`src/rtl/exp6_pkg.sv`:
```
// Shared definitions for the player-input stage: state encodings and default debounce length.
package exp6_pkg;

  localparam int unsigned DEBOUNCE_CICLOS_DEF = 50000;

  typedef enum logic [2:0] {
    OCIOSO        = 3'd0,
    FILTRA        = 3'd1,
    VALIDA        = 3'd2,
    ESPERA_SOLTAR = 3'd3,
    DESCARTA      = 3'd4
  } estado_t;

endpackage

```
`src/rtl/sincronizador_2ff.sv`:
```
// Two-flop synchroniser for asynchronous inputs; synchronous active-low clear.
module sincronizador_2ff #(
  parameter int unsigned WIDTH = 1
) (
  input  logic             clock,
  input  logic             reset,
  input  logic [WIDTH-1:0] d,
  output logic [WIDTH-1:0] q
);

  logic [WIDTH-1:0] meta_q;
  logic [WIDTH-1:0] sync_q;

  always_ff @(posedge clock) begin
    if (!reset) begin
      meta_q <= '0;
      sync_q <= '0;
    end else begin
      meta_q <= d;
      sync_q <= meta_q;
    end
  end

  assign q = sync_q;

endmodule

```
`src/rtl/exp6_detector_jogada.sv`:
```
// Player button conditioner: synchronise, debounce, reject multi-press, wait for release,
// then emit a registered one-hot play code with a single-cycle acceptance pulse.
module exp6_detector_jogada
  import exp6_pkg::*;
#(
  parameter int unsigned N_BOTOES        = 4,
  parameter int unsigned DEBOUNCE_CICLOS = DEBOUNCE_CICLOS_DEF
) (
  input  logic                clock,
  input  logic                reset,
  input  logic                habilita,
  input  logic [N_BOTOES-1:0] botoes,
  output logic [N_BOTOES-1:0] jogada,
  output logic                jogada_feita,
  output logic                db_multiplo,
  output logic [2:0]          db_estado
);

  localparam int unsigned        CNT_W   = $clog2(DEBOUNCE_CICLOS);
  localparam logic [CNT_W-1:0]   CNT_MAX = CNT_W'(DEBOUNCE_CICLOS - 1);

  function automatic logic um_bit_ativo(input logic [N_BOTOES-1:0] v);
    return (v != '0) && ((v & (v - N_BOTOES'(1))) == '0);
  endfunction

  logic [N_BOTOES-1:0] bs;

  estado_t             estado_q, estado_d;
  logic [CNT_W-1:0]    cnt_q, cnt_d;
  logic [N_BOTOES-1:0] cand_q, cand_d;
  logic [N_BOTOES-1:0] jogada_q, jogada_d;
  logic                feita_q, feita_d;

  sincronizador_2ff #(
    .WIDTH(N_BOTOES)
  ) u_sinc (
    .clock(clock),
    .reset(reset),
    .d    (botoes),
    .q    (bs)
  );

  always_comb begin
    estado_d = estado_q;
    cnt_d    = cnt_q;
    cand_d   = cand_q;
    jogada_d = jogada_q;
    feita_d  = 1'b0;
    case (estado_q)
      OCIOSO: begin
        if (habilita && (bs != '0)) begin
          if (um_bit_ativo(bs)) begin
            cand_d   = bs;
            cnt_d    = '0;
            estado_d = FILTRA;
          end else begin
            estado_d = DESCARTA;
          end
        end
      end
      FILTRA: begin
        // Losing the play window wins over any button activity.
        if (!habilita) begin
          cnt_d    = '0;
          estado_d = ESPERA_SOLTAR;
        end else if (bs == cand_q) begin
          if (cnt_q == CNT_MAX) begin
            estado_d = VALIDA;
          end else begin
            cnt_d = cnt_q + 1'b1;
          end
        end else if (bs == '0) begin
          estado_d = OCIOSO;
        end else begin
          estado_d = DESCARTA;
        end
      end
      VALIDA: begin
        jogada_d = cand_q;
        feita_d  = 1'b1;
        // Release debounce always starts from zero so a fast release still needs a full stable run.
        cnt_d    = '0;
        estado_d = ESPERA_SOLTAR;
      end
      ESPERA_SOLTAR: begin
        if (bs != '0) begin
          cnt_d = '0;
        end else if (cnt_q == CNT_MAX) begin
          estado_d = OCIOSO;
        end else begin
          cnt_d = cnt_q + 1'b1;
        end
      end
      DESCARTA: begin
        cnt_d    = '0;
        estado_d = ESPERA_SOLTAR;
      end
      default: begin
        cnt_d    = '0;
        estado_d = ESPERA_SOLTAR;
      end
    endcase
  end

  always_ff @(posedge clock) begin
    if (!reset) begin
      estado_q <= ESPERA_SOLTAR;
      cnt_q    <= '0;
      cand_q   <= '0;
      jogada_q <= '0;
      feita_q  <= 1'b0;
    end else begin
      estado_q <= estado_d;
      cnt_q    <= cnt_d;
      cand_q   <= cand_d;
      jogada_q <= jogada_d;
      feita_q  <= feita_d;
    end
  end

  assign jogada       = jogada_q;
  assign jogada_feita = feita_q;
  assign db_multiplo  = (estado_q == DESCARTA);
  assign db_estado    = estado_q;

endmodule

```
`config.mk`:
```
export PLATFORM = sky130hd
export DESIGN_NAME = exp6_detector_jogada
export DESIGN_NICKNAME = d
export VERILOG_FILES = /design/src/rtl/exp6_pkg.sv /design/src/rtl/sincronizador_2ff.sv /design/src/rtl/exp6_detector_jogada.sv
export SDC_FILE = /design/constraint.sdc
export NUM_CORES = 1
export LEC_CHECK = 0
export ABC_CLOCK_PERIOD_IN_PS = 2100
export BUFFER_PORTS_ARGS = -buffer_cell sky130_fd_sc_hd__buf_2
export CORE_UTILIZATION = 25
export CTS_CLUSTER_SIZE = 10
export DETAILED_ROUTE_END_ITERATION = 7
export GPL_ROUTABILITY_DRIVEN = 0
export RECOVER_POWER = 25
export SYNTH_ARGS = -nofsm -noshare
export SYNTH_HDL_FRONTEND = slang
export SYNTH_SLANG_ARGS = --single-unit
```
`constraint.sdc`:
```
create_clock -name clock -period 2.1 [get_ports clock]
set_input_delay 0.42 -clock clock [delete_from_list [all_inputs] [get_ports clock]]
set_output_delay 0.42 -clock clock [all_outputs]
set_load 0.02 [all_outputs]
```
==> results by group, run 1 <==
Status
  • Status: completed

Floorplan
  • Die area: 0.00734 mm²
  • DIE WIDTH: 85.7 µm
  • Cell Rows: 30
  • Core area: 0.00679 mm²
  • Ports: 16
  • Chip height: 85.7 µm
  • Initial core utilization: 25.8%

Drt
  • # DRC: 0
  • DR vias/cell: 4.81
  • DR vias: 1521
  • ANT nets after route: 0
  • TritonRoute pass-1 iters: 4
  • DRC violation total after the first TritonRoute iteration: 97
  • Avg WL per Cell: 11.1 µm
  • Total Wirelength: 3.51 mm

STA
  • Tmin final: 1.96 ns
  • Tcrit/Tclk final: 93.4%
  • Clk_skew: 0.00308 ns
  • Final-report hold violation count: 0
  • Fmax: 0.510 GHz
  • Final Setup Violations: 0
  • Fin. max-slew vios: 0
  • Hold Worst Slack: 0.340 ns
  • Slew Limit Headroom: 59.8%
  • Worst slew pin tran: 0.603 ns

Critical path
  • R2R setup slack: 0.14 ns
  • Crit path kind: reg -> reg
  • Crit path max fanout: 28
  • CP Data Required Time: 2.32 ns
  • CP Capture Type: register
  • CP startpoint kind: register
  • Worst EP arrival: 2.18 ns
  • Worst Reg-to-Reg Cells: 5
  • Worst-path cell chain: xnor2_1, a41oi_1, a21o_4, or4_1, a21oi_1
  • Worst path max stage delay: 0.53 ns
  • Crit-path slowest cell: or4_1
  • Kind of cell adding the most delay to the critical path: compound AO/OA/AOI/OAI gates
  • WP buf/inv: 0
  • Critical path depth in cells: 5

Yosys
  • Synth area leaders: dfxtp_1, or4_1, a21oi_1, nand2_1, o31ai_1
  • Post-synthesis cell type count: 45
  • Avg Synthesized Cell Area: 8.80 µm²
  • Post-synth EDFFs: 0
  • Post-synthesis async set-or-reset flop share: 0%
  • Synthesized instance count: 199
  • Seq/Total Area, Yosys: 41.2%
  • Main synth FF type: dfxtp_1
  • Post-synth net total: 207
  • Top-area cell type share of the netlist area: 41.2%
  • Largest area contributor in the netlist: dfxtp_1
  • YS warnings: 0
  • Yosys reg bits: 36
  • Synthesized area: 0.00175 mm²

Clocking
  • Clock sinks: 36
  • CTS tree: built
  • Clk buf depth: 2
  • Clock root buffer master: clkbuf_8
  • Hold-fix buffers, CTS: 0
  • Clock Latency Late Sink: 0.28 ns
  • CTS H-tree depth: 2
  • Cts bufs inserted: 5
  • Setup repair bufs after CTS: 0
  • Clk slew on worst S/H paths: 0.07 ns

GRT
  • Initial antenna violation count: 0
  • Largest net degree at the start of global routing: 29
  • Met1 usage: 13.1%
  • Vias in the first global route: 1377
  • Total grt overflow: 0
  • Total track usage: 10.2%
  • Grt met3 use: 2.60%
  • Met2 Use GR: 16.0%
  • First-pass GRT wire length: 6.04 mm
  • Busiest grt layer: met2

Flow run
  • Max Cap Viol: 0

Worst hold path
  • Hold depth: 2
  • Hold WC Path Type: in -> reg

Placed design
  • Placed cell count: 308
  • Detail Placement HPWL: 2.50 mm
  • IO buf count: 15

Layout
  • P&R area growth vs syn: 20.2%
  • Antenna cell count: 0
  • Finished Layout Cells: 316
  • Fillers: 718
  • Layout cells sized above 1: 14.5%
  • # nets final: 227

Pwr
  • Maximum VDD drop: 0.479 mV
  • Power per cell area: 813 mW/mm²
  • P_leak: 0.752 nW
-- layer usage --
layer | up-vias | part of all wire, %
met1 | 706 | 50
li1 | 786 | -
met3 | 2 | 3.4
met5 | - | 0
met2 | 27 | 46
met4 | 0 | 0.86
-- stage by stage --
stage | util (%) | setup WS [ns] | total power [mW] | cell area, µm² | TNS [ns]
3_3_place_gp | 28.6 | 0.127 | 0.882 | 1950 | 0
6_report | 31.0 | 0.138 | 1.71 | 2100 | 0
4_1_cts | 31.0 | 0.0629 | 1.74 | 2100 | 0
3_5_place_dp | 28.6 | 0.0868 | 0.885 | 1950 | 0
5_1_grt | 31.0 | -0.00229 | 1.78 | 2100 | -0.00229
2_1_floorplan | - | 0.275 | 0.831 | 1750 | 0
-- flip-flops by register name, summed over array words and instances, names as in the netlist --
register and flops:
cand_q 4, cnt_q 16, db_estado 3, jogada 4
jogada_feita 1, u_sinc.meta_q 4, u_sinc.q 4
-- power breakdown --
| group | leakage [nW] | internal, mW | switching (mW) |
|---|---|---|---|
| Sequential | 0.292 | 0.700 | 0.0151 |
| Combinational | 0.382 | 0.0637 | 0.0884 |
| Clock | 0.0784 | 0.594 | 0.250 |
-- area by class of cell --
| class | instances | area, µm² | area share, % |
|---|---|---|---|
| clock buffer | 5 | 68.8 | 3.27 |
| clock inverter | 3 | 90.1 | 4.28 |
| inverter | 1 | 3.75 | 0.178 |
| multi-input combinational | 152 | 972 | 46.2 |
| sequential | 36 | 721 | 34.2 |
| tap | 96 | 120 | 5.71 |
| timing repair buffer | 23 | 129 | 6.12 |
-- cell usage in the layout (no fill, tap or decap), types with 3 or more instances in the layout --
cell	n
a21boi_1	4
a21oi_1	14
and2_0	4
and2_1	5
buf_2	13
buf_4	7
bufinv_16	3
clkbuf_1	3
clkbuf_8	5
dfxtp_1	36
mux2i_1	4
nand2_1	18
nand3_1	8
nand4_1	7
nor2_1	9
nor2b_1	6
o211ai_1	3
o21ai_1	11
o31ai_1	8
or3_1	5
or4_1	10
xnor2_1	5
-- cells by family after synthesis --
kind of cell / share of synthesized area, %
simple gates: 30.7
compound gates: 18.4
flops: 41.2
buf+inv: 3.64
xor+xnor: 3.00
mux: 2.29
fa+ha+maj: 0.715
-- worst paths after layout --
path,from,endpoint
worst min-delay path,botoes[1],u_sinc.meta_q[1]$_SDFF_PN0_
worst max register to register,u_sinc.q[3]$_SDFF_PN0_,cnt_q[9]$_SDFFE_PN0P_
worst min register to register,u_sinc.meta_q[1]$_SDFF_PN0_,u_sinc.q[1]$_SDFF_PN0_
worst max-delay path,u_sinc.q[3]$_SDFF_PN0_,cnt_q[9]$_SDFFE_PN0P_
-- cells in the mapped netlist, types with 4 or more instances --
| cell type | count |
|---|---|
| nand2_1 | 18 |
| mux2i_1 | 4 |
| nor2b_1 | 6 |
| o31ai_1 | 8 |
| a21boi_1 | 4 |
| or4_1 | 10 |
| nand4_1 | 7 |
| dfxtp_1 | 36 |
| a21oi_1 | 14 |
| nand3_1 | 8 |
| nor2_1 | 9 |
| or3_1 | 5 |
| xnor2_1 | 5 |
| and2_1 | 9 |
| o21ai_1 | 11 |
-- repair_timing --
action	in CTS	in global routing
setup endpoints to repair	0	7
resized for setup	0	1
endpoints found under the hold margin	0	0
Power figures use the tool's default switching activity.
==> run 2, diff against run 1 <==
--- a/config.mk
+++ b/config.mk
@@ -7,10 +7,11 @@
 export LEC_CHECK = 0
 export ABC_CLOCK_PERIOD_IN_PS = 2100
 export BUFFER_PORTS_ARGS = -buffer_cell sky130_fd_sc_hd__buf_2
-export CORE_UTILIZATION = 25
+export CORE_UTILIZATION = 58
 export CTS_CLUSTER_SIZE = 10
 export DETAILED_ROUTE_END_ITERATION = 7
 export GPL_ROUTABILITY_DRIVEN = 0
+export PLACE_DENSITY = 0.78
 export RECOVER_POWER = 25
 export SYNTH_ARGS = -nofsm -noshare
 export SYNTH_HDL_FRONTEND = slang
==> results by group, run 2 (synthesis gave the netlist of run 1 again) <==
Placed design
  • Placed cell areas: 0.00184 mm²
  • Dpl ws: 0.0888 ns
  • IO buf count: 15
  • Detail Placement HPWL: 2.59 mm

Pwr
  • Combinational power share: 10.5%
  • Clock power share: 30.6%
  • P_leak: 0.697 nW
  • Maximum VDD drop: 0.550 mV
  • Tot Pwr: 1.24 mW
  • Sequential power share: 58.9%
  • Net Sw Frac: 26.0%
  • Internal power: 0.915 mW
  • NetSw: 0.322 mW
  • Power per cell area: 646 mW/mm²

STA
  • Tcrit/Tclk final: 93.9%
  • Final-report hold violation count: 0
  • Clk_skew: 0.00954 ns
  • Slew Limit Headroom: 62.0%
  • Worst slew pin tran: 0.571 ns
  • Final Setup Violations: 0
  • Fin. max-slew vios: 0
  • Fmax: 0.507 GHz
  • RSZ-0062 raised after global routing: no
  • Tmin final: 1.97 ns
  • Sum Neg Setup Slack: 0 ns
  • Post-route setup slack: 0.129 ns

GRT
  • Initial antenna violation count: 0
  • First-pass GRT wire length: 6.17 mm
  • Total grt overflow: 0
  • Largest net degree at the start of global routing: 29
  • Total track usage: 24.4%
  • Vias in the first global route: 1391

Drt
  • Met2 Wirelength: 1.64 mm
  • Total Wirelength: 3.60 mm
  • Avg WL per Cell: 14.5 µm
  • DRC violation total after the first TritonRoute iteration: 71
  • WL met3: 222 µm
  • Top Metal Used: met4
  • ANT nets after route: 0
  • DR vias/cell: 6.33
  • DR vias: 1571
  • Metal1 wirelength: 1.70 mm
  • # DRC: 2
  • TritonRoute pass-1 iters: 6

Critical path
  • Worst EP arrival: 2.25 ns
  • R2R setup slack: 0.13 ns
  • Worst Reg-to-Reg Cells: 5
  • Crit-path slowest cell: or4_1
  • CP startpoint kind: register
  • Crit path max fanout: 8
  • Critical R2R Launch: u_sinc.q[0]$_SDFF_PN0_
  • CP Capture Type: register
  • CP Data Required Time: 2.38 ns
  • Worst path max stage delay: 0.52 ns
  • Worst-path cell chain: o41ai_1, nand4_1, a21o_1, or4_1, nand2_1
  • Reg2reg end: cnt_q[2]$_SDFFE_PN0P_
  • Crit path kind: reg -> reg

Layout
  • P&R area growth vs syn: 9.36%
  • Layout cells sized above 1: 14.3%
  • Most flop-heavy register: cnt_q
  • Area of the multi-input gates: 981 µm²
  • Commonest non-fill, non-tap cell in the layout: dfxtp_1
  • Fillers: 232
  • # nets final: 224
  • Max reg flops: 16
  • Sequential cell area: 724 µm²
  • Finished Cell Area: 0.00191 mm²
  • Antenna cell count: 0
  • Most frequent cells in the layout: dfxtp_1, nand2_1, a21oi_1, buf_2, o21ai_1
  • Finished Core Util: 68.2%

Worst hold path
  • Worst hold endpoint: u_sinc.meta_q[3]$_SDFF_PN0_
  • Hold WC Path Type: in -> reg
  • Hold path start: botoes[3]
  • Hold depth: 2

Clocking
  • Clock root buffer master: clkbuf_4
  • Clock Latency Late Sink: 0.34 ns
  • Cts bufs inserted: 5
  • CTS H-tree depth: 2
  • Clock sinks: 36
  • CTS tree: built
  • Clk slew on worst S/H paths: 0.10 ns
  • Clk buf depth: 2
  • Hold-fix buffers, CTS: 0

Status
  • Failing checks: design-rule violations
  • Status: finished, violations left

Floorplan
  • Chip height: 56.9 µm
  • Initial core utilization: 62.4%
  • Core area: 0.00281 mm²
  • Die area: 0.00324 mm²
  • DIE WIDTH: 56.9 µm
  • Cell Rows: 19
  • Ports: 16

Flow run
  • Max Cap Viol: 0
==> run 2: cell types whose count changed in the layout (fill, tap and decap cells not counted), sizes merged <==
| cell | change |
|---|---|
| bufinv | -3 |
| buf | -4 |
| clkbuf | +2 |
| clkinv | +2 |
==> run 2: critical path: cells and delay by family (launching register included) <==
kind             cells  cell delay, ns
AO/OA/AOI/OAI        2            0.75
AND/OR/NAND/NOR      3            0.79
flip-flops           1            0.38
==> run 2: area by class of cell <==
class | instances | share of cell area (%)
Timing Repair Buffer | 20 | 5.49
Tap cell | 31 | 2.03
Multi-Input combinational cell | 152 | 51.2
Clock buffer | 6 | 2.68
Inverter | 1 | 0.196
Sequential cell | 36 | 37.8
Clock inverter | 2 | 0.523
==> run 2: worst max-delay path by stage <==
stage                                         start                     end
after floorplan           db_estado[0]$_SDFFE_PN1P_  cnt_q[10]$_SDFFE_PN0P_
after global placement       u_sinc.q[2]$_SDFF_PN0_   cnt_q[8]$_SDFFE_PN0P_
after detailed placement     u_sinc.q[2]$_SDFF_PN0_   cnt_q[9]$_SDFFE_PN0P_
after CTS                    u_sinc.q[2]$_SDFF_PN0_   cnt_q[8]$_SDFFE_PN0P_
after global routing         u_sinc.q[0]$_SDFF_PN0_  cnt_q[15]$_SDFFE_PN0P_
final                        u_sinc.q[0]$_SDFF_PN0_   cnt_q[2]$_SDFFE_PN0P_
==> run 2: timing repair <==
action,in CTS,in global routing
setup buffers,0,0
setup endpoints to repair,0,7
gates resized for setup,0,5
==> run 2: layer usage <==
| layer | up-vias | track usage [%] |
|---|---|---|
| met5 | - | 0 |
| met4 | 0 | 10.5 |
| met3 | 6 | 6.80 |
| met2 | 57 | 36.3 |
| met1 | 728 | 33.5 |
| li1 | 780 | - |
==> run 2: through the flow <==
stage	instances	hold WS, ns
floorplan	199	0.412
global placement	240	0.416
detailed placement	240	0.422
CTS	248	0.277
global route	248	0.266
finish	248	0.286
==> run 2: power groups by stage <==
stage	sequential [mW]	clock, mW	combinational (mW)
global route	0.731	0.416	0.144
finish	0.729	0.379	0.129
CTS	0.726	0.386	0.128
global placement	0.739	0	0.124
detailed placement	0.741	0	0.128
floorplan	0.735	0	0.0967
